===== config.mk =====
export PLATFORM = sky130hd
export DESIGN_NAME = snake_body_tracker
export DESIGN_NICKNAME = d
export VERILOG_FILES = /design/src/rtl/snake_pkg.sv /design/src/rtl/snake_pixel_map.sv /design/src/rtl/snake_body_tracker.sv
export SDC_FILE = /design/constraint.sdc
export NUM_CORES = 1
export LEC_CHECK = 0
export CORE_MARGIN = 5
export CORE_UTILIZATION = 64
export DETAILED_ROUTE_END_ITERATION = 12
export GPL_TIMING_DRIVEN = 0
export PLACE_DENSITY = 0.85
export SETUP_SLACK_MARGIN = 0.02
export SLEW_MARGIN = 20
export SYNTH_ARGS = -nofsm -noshare
export SYNTH_HDL_FRONTEND = slang
export SYNTH_HIERARCHICAL = 1
export SYNTH_SLANG_ARGS = --single-unit

===== constraint.sdc =====
create_clock -name clk -period 3.8 [get_ports clk]
set_input_delay 0.57 -clock clk [delete_from_list [all_inputs] [get_ports clk]]
set_output_delay 0.57 -clock clk [all_outputs]
set_load 0.05 [all_outputs]

===== src/rtl/snake_pkg.sv =====
// Shared types for the snake body tracker: grid size, packed position, FSM states, err bits.
// Pure declarations; no logic.
package snake_pkg;

    localparam int GRID_W = 16;
    localparam int GRID_H = 8;

    localparam int ERR_OVERRUN   = 0;
    localparam int ERR_UNDERFLOW = 1;

    typedef struct packed {
        logic [3:0] x;
        logic [3:0] y;
    } pos_t;

    typedef enum logic [2:0] {
        IDLE,
        POP,
        WAIT,
        CLEAR,
        HEAD
    } state_t;

    function automatic logic in_grid(input pos_t p);
        return p.y < 4'(GRID_H);
    endfunction

endpackage


===== src/rtl/snake_pixel_map.sv =====
// 8x16 pixel register file, bit 0 = lit; one set (off) and one clear (lit) port, set wins.
// Writes visible the cycle after; row and pixel reads are combinational.
// No backpressure: writes are accepted every cycle.
module snake_pixel_map
    import snake_pkg::*;
(
    input  logic        clk,
    input  logic        reset,
    input  logic        set_en,
    input  logic [3:0]  set_x,
    input  logic [2:0]  set_y,
    input  logic        clr_en,
    input  logic [3:0]  clr_x,
    input  logic [2:0]  clr_y,
    input  logic [2:0]  row_sel,
    output logic [15:0] row_data,
    input  logic [3:0]  pix_x,
    input  logic [2:0]  pix_y,
    output logic        pix_lit
);

    logic [GRID_H-1:0][GRID_W-1:0] map_q;
    logic [GRID_H-1:0][GRID_W-1:0] map_d;

    always_comb begin
        map_d = map_q;
        for (int r = 0; r < GRID_H; r++) begin
            if (clr_en && clr_y == r[2:0]) map_d[r][clr_x] = 1'b0;
            if (set_en && set_y == r[2:0]) map_d[r][set_x] = 1'b1;
        end
    end

    always_ff @(posedge clk or negedge reset) begin
        if (!reset) begin
            map_q <= '1;
        end else begin
            map_q <= map_d;
        end
    end

    assign row_data = map_q[row_sel];
    assign pix_lit  = ~map_q[pix_y][pix_x];

endmodule


===== src/rtl/snake_body_tracker.sv =====
// Pops the body FIFO tail, maintains the pixel map, flags wall/self collisions (self check under SNAKE_SELF_HIT_EN).
// Latency: grow step done in 2 cycles, normal step in 5 (rdreq at +1, q used at +3, head at +4).
// No backpressure: steps arriving while busy are dropped and flagged in err[0].
module snake_body_tracker
    import snake_pkg::*;
#(
    parameter int INIT_LEN = 3,
    parameter int MAX_LEN  = 128
) (
    input  logic        clk,
    input  logic        reset,
    input  logic        step,
    input  logic [3:0]  head_x,
    input  logic [3:0]  head_y,
    input  logic        grow,
    input  logic [7:0]  fifo_q,
    input  logic        fifo_empty,
    output logic        fifo_rdreq,
    input  logic [2:0]  row_sel,
    output logic [15:0] row_data,
    output logic [7:0]  length,
    output logic        busy,
    output logic        hit,
    output logic        game_over,
    output logic [1:0]  err
);

`ifdef SNAKE_SELF_HIT_EN
    localparam logic SELF_HIT_EN = 1'b1;
`else
    localparam logic SELF_HIT_EN = 1'b0;
`endif

    localparam logic [7:0] INIT_LEN_L = 8'(INIT_LEN);
    localparam logic [7:0] MAX_LEN_L  = 8'(MAX_LEN);

    state_t      state_q, state_d;
    pos_t        head_q, head_d;
    logic        grow_q, grow_d;
    logic [7:0]  length_q, length_d;
    logic        hit_q, hit_d;
    logic        game_over_q, game_over_d;
    logic [1:0]  err_q, err_d;

    pos_t        tail;
    logic        eff_grow;
    logic        pix_lit;
    logic        head_collide;
    logic        map_set;
    logic        map_clr;

    assign tail     = pos_t'(fifo_q);
    assign eff_grow = (grow || length_q < INIT_LEN_L) && length_q < MAX_LEN_L;
    // The tail was already cleared in CLEAR, so stepping into the vacated cell reads as unlit.
    assign head_collide = !in_grid(head_q) || (SELF_HIT_EN && pix_lit);

    always_comb begin
        state_d     = state_q;
        head_d      = head_q;
        grow_d      = grow_q;
        length_d    = length_q;
        hit_d       = 1'b0;
        game_over_d = game_over_q;
        err_d       = err_q;
        fifo_rdreq  = 1'b0;
        map_set     = 1'b0;
        map_clr     = 1'b0;

        if (step && state_q != IDLE) err_d[ERR_OVERRUN] = 1'b1;

        case (state_q)
            IDLE: begin
                if (step && !game_over_q) begin
                    head_d.x = head_x;
                    head_d.y = head_y;
                    grow_d   = eff_grow;
                    state_d  = eff_grow ? HEAD : POP;
                end
            end
            POP: begin
                if (fifo_empty) begin
                    err_d[ERR_UNDERFLOW] = 1'b1;
                    state_d              = HEAD;
                end else begin
                    fifo_rdreq = 1'b1;
                    state_d    = WAIT;
                end
            end
            WAIT: begin
                state_d = CLEAR;
            end
            CLEAR: begin
                map_set = in_grid(tail);
                state_d = HEAD;
            end
            HEAD: begin
                if (head_collide) begin
                    hit_d       = 1'b1;
                    game_over_d = 1'b1;
                end
                map_clr = in_grid(head_q);
                if (grow_q) length_d = length_q + 8'd1;
                state_d = IDLE;
            end
            default: begin
                state_d = IDLE;
            end
        endcase
    end

    always_ff @(posedge clk or negedge reset) begin
        if (!reset) begin
            state_q     <= IDLE;
            head_q      <= '0;
            grow_q      <= 1'b0;
            length_q    <= '0;
            hit_q       <= 1'b0;
            game_over_q <= 1'b0;
            err_q       <= '0;
        end else begin
            state_q     <= state_d;
            head_q      <= head_d;
            grow_q      <= grow_d;
            length_q    <= length_d;
            hit_q       <= hit_d;
            game_over_q <= game_over_d;
            err_q       <= err_d;
        end
    end

    snake_pixel_map u_map (
        .clk      (clk),
        .reset    (reset),
        .set_en   (map_set),
        .set_x    (tail.x),
        .set_y    (tail.y[2:0]),
        .clr_en   (map_clr),
        .clr_x    (head_q.x),
        .clr_y    (head_q.y[2:0]),
        .row_sel  (row_sel),
        .row_data (row_data),
        .pix_x    (head_q.x),
        .pix_y    (head_q.y[2:0]),
        .pix_lit  (pix_lit)
    );

    assign busy      = state_q != IDLE;
    assign length    = length_q;
    assign hit       = hit_q;
    assign game_over = game_over_q;
    assign err       = err_q;

endmodule

==> impl_metrics.py <==
metrics = {
    "run_status": {
        "status": "finished clean",
    },
    "global_route": {
        "grt_overflow_total": 0,
        "gr-usage-all-layers_pct": 32.5,
        "grt_pass1_wl_um": 32100,
        "antenna_found_initial": 0,
        "first_global_vias": 5995,
        "grt_max_degree": 88,
    },
    "die": {
        "die_w_um": 115,
        "die_y_um": 115,
        "row_count": 38,
        "core_area_sq_mm": 0.0108,
        "ios": 54,
        "initial_utilization_pct": 65.3,
        "die_area_sq_mm": 0.0132,
    },
    "finish": {
        "nFillCells": 667,
        "nets": 704,
        "final_common_cell": "o21ai_0",
        "layout_common_cells": "256 x o21ai_0, 128 x dfstp_2, 50 x clkdlybuf4s50_1",
        "drive_above_1_share_pct": 33.4,
        "final_cells": 832,
        "diodes": 0,
        "regArea_sq_mm": 0.00396,
        "multi_input_area_sq_mm": 0.00295,
        "area_delta_synth_final_pct": 18.7,
    },
    "yosys": {
        "syn_nets": 633,
        "syn_inst": 608,
        "synth_area_sq_mm": 0.00705,
        "avgSynthCellArea_sq_um": 11.6,
        "synth_warnings": 6,
    },
    "critical_path": {
        "cp.required_ns": 3.23,
        "cpPeakStageDelay_ns": 0.71,
        "cp_cell_sequence": "clkdlybuf4s50_1, clkbuf_2, mux4_2, mux2_2, clkdlybuf4s50_1",
        "path_class": "primary input to output port",
        "slowest_stage": "clkdlybuf4s50_1",
        "arrival_ns": 3.00,
        "critPathMaxFanout": 10,
        "critPathLaunchType": "primary input",
        "crit_path_end_kind": "output port",
        "path_common_cell": "clkdlybuf4s50_1",
    },
    "sta": {
        "rsz0062_at_grt": "false",
        "max_clock_freq_mhz": 280,
        "timing.final.hold_violations": 0,
        "relSlewSlack_pct": 43.1,
        "worst_slack_ns": 0.230,
        "timing.hold.ws_ns": 0.0589,
        "period_share_pct": 93.9,
        "finalSetupTns_ns": 0,
        "slew_viol_final": 0,
        "setup_viol": 0,
        "skew_ns": 0.00761,
        "worst_pin_slew_ns": 0.853,
        "finalCriticalPeriod_ns": 3.57,
    },
    "pwr": {
        "cellPowerDensity_mw_per_mm2": 677,
        "peakVddDrop_mv": 0.615,
        "power_leakage_nw": 2.94,
    },
    "clock_network": {
        "cts_buffers": 17,
        "postCtsSetupBuffers": 0,
        "holdBufCountCts": 0,
        "tritoncts": "yes",
        "clock_sinks": 152,
        "cts_root_buf": "clkbuf_8",
        "clk_latency_ns": 0.54,
        "h-tree-depth": 4,
        "cts_buffer_depth": 2,
        "clk_pin_slew_worst_paths_ns": 0.06,
    },
    "routing": {
        "wl_per_cell_um": 24.4,
        "final_antenna_net_count": 0,
        "drt-initial-drc-count": 840,
        "vias": 5877,
        "drc": 0,
        "drt-pass1-iter-count": 6,
        "drt-total-wl_um": 20300,
        "viasPerCell": 7.06,
    },
    "place": {
        "gp_congestion": 0.947,
        "numPortBuffers": 51,
        "dp_hpwl_um": 12900,
        "place_inst": 800,
        "dp_slack_ns": 0.0149,
    },
    "flow_run": {
        "drv_cap": 0,
    },
    "min_path": {
        "min_path_type": "primary input to async pin",
    },
}
==> critical path: cells and delay by family <==
kind,cells,cell delay [ns]
buf+inv,3,1.72
mux,2,0.70
==> per-stage QoR <==
| step | cell area, sq um | total power, mW | utilization [%] |
|---|---|---|---|
| floorplan | 7050 | 3.43 | - |
| global placement | 7730 | 3.83 | 71.6 |
| detailed placement | 7760 | 3.93 | 71.9 |
| CTS | 8360 | 5.64 | 77.5 |
| global route | 8360 | 5.90 | 77.5 |
| finish | 8360 | 5.66 | 77.5 |
==> per-layer routing <==
metal	vias to the layer above	global-route usage (%)	part of all wire [%]	routed length (um)
met2	480	49.7	47	9510
met5	-	0	0	0
li1	2403	-	-	-
met3	118	9.11	11	2310
met1	2876	41.6	36	7330
met4	0	19.1	5.8	1180
==> report_power, final <==
part	total [mW]	internal (mW)	switching, mW
clock	1.69	1.03	0.664
sequential	2.48	2.20	0.281
combinational	1.49	0.602	0.886
total	5.66	3.83	1.83
==> final timing paths <==
kind | from | end | slack [ns] | cells past startpoint
worst min-delay path | reset | state_q[0] | 0.06 | 1
worst max register to register | state_q[2] | u_map/map_q[56] | 1.05 | 6
worst max-delay path | row_sel[1] | row_data[14] | 0.23 | 5
max in group asynchronous | reset | u_map/map_q[113] | 2.98 | 2
min in group clk | err[0] | err[0] | 0.46 | 1
worst min register to register | err[0] | err[0] | 0.46 | 1
==> final cells by class <==
type | instances | share of cell area [%]
Inverter | 1 | 0.0449
Clock inverter | 13 | 1.81
Clock buffer | 19 | 5.28
Sequential cell | 152 | 47.4
Buffer | 28 | 1.54
Tap cell | 140 | 2.09
Multi-Input combinational cell | 427 | 35.3
Timing Repair Buffer | 52 | 6.49
==> repair_timing <==
| item | in CTS | in global routing |
|---|---|---|
| pin swaps | 0 | 0 |
| endpoints found under the setup margin | 7 | 10 |
| resized for setup | 2 | 2 |
==> state kept, by name, indices dropped and copies added (netlist names) <==
register     cells
grow_q           1
state_q          3
err              2
game_over        1
head_q           8
hit              1
length           8
u_map/map_q    128
(Power assumes the default switching activity.)
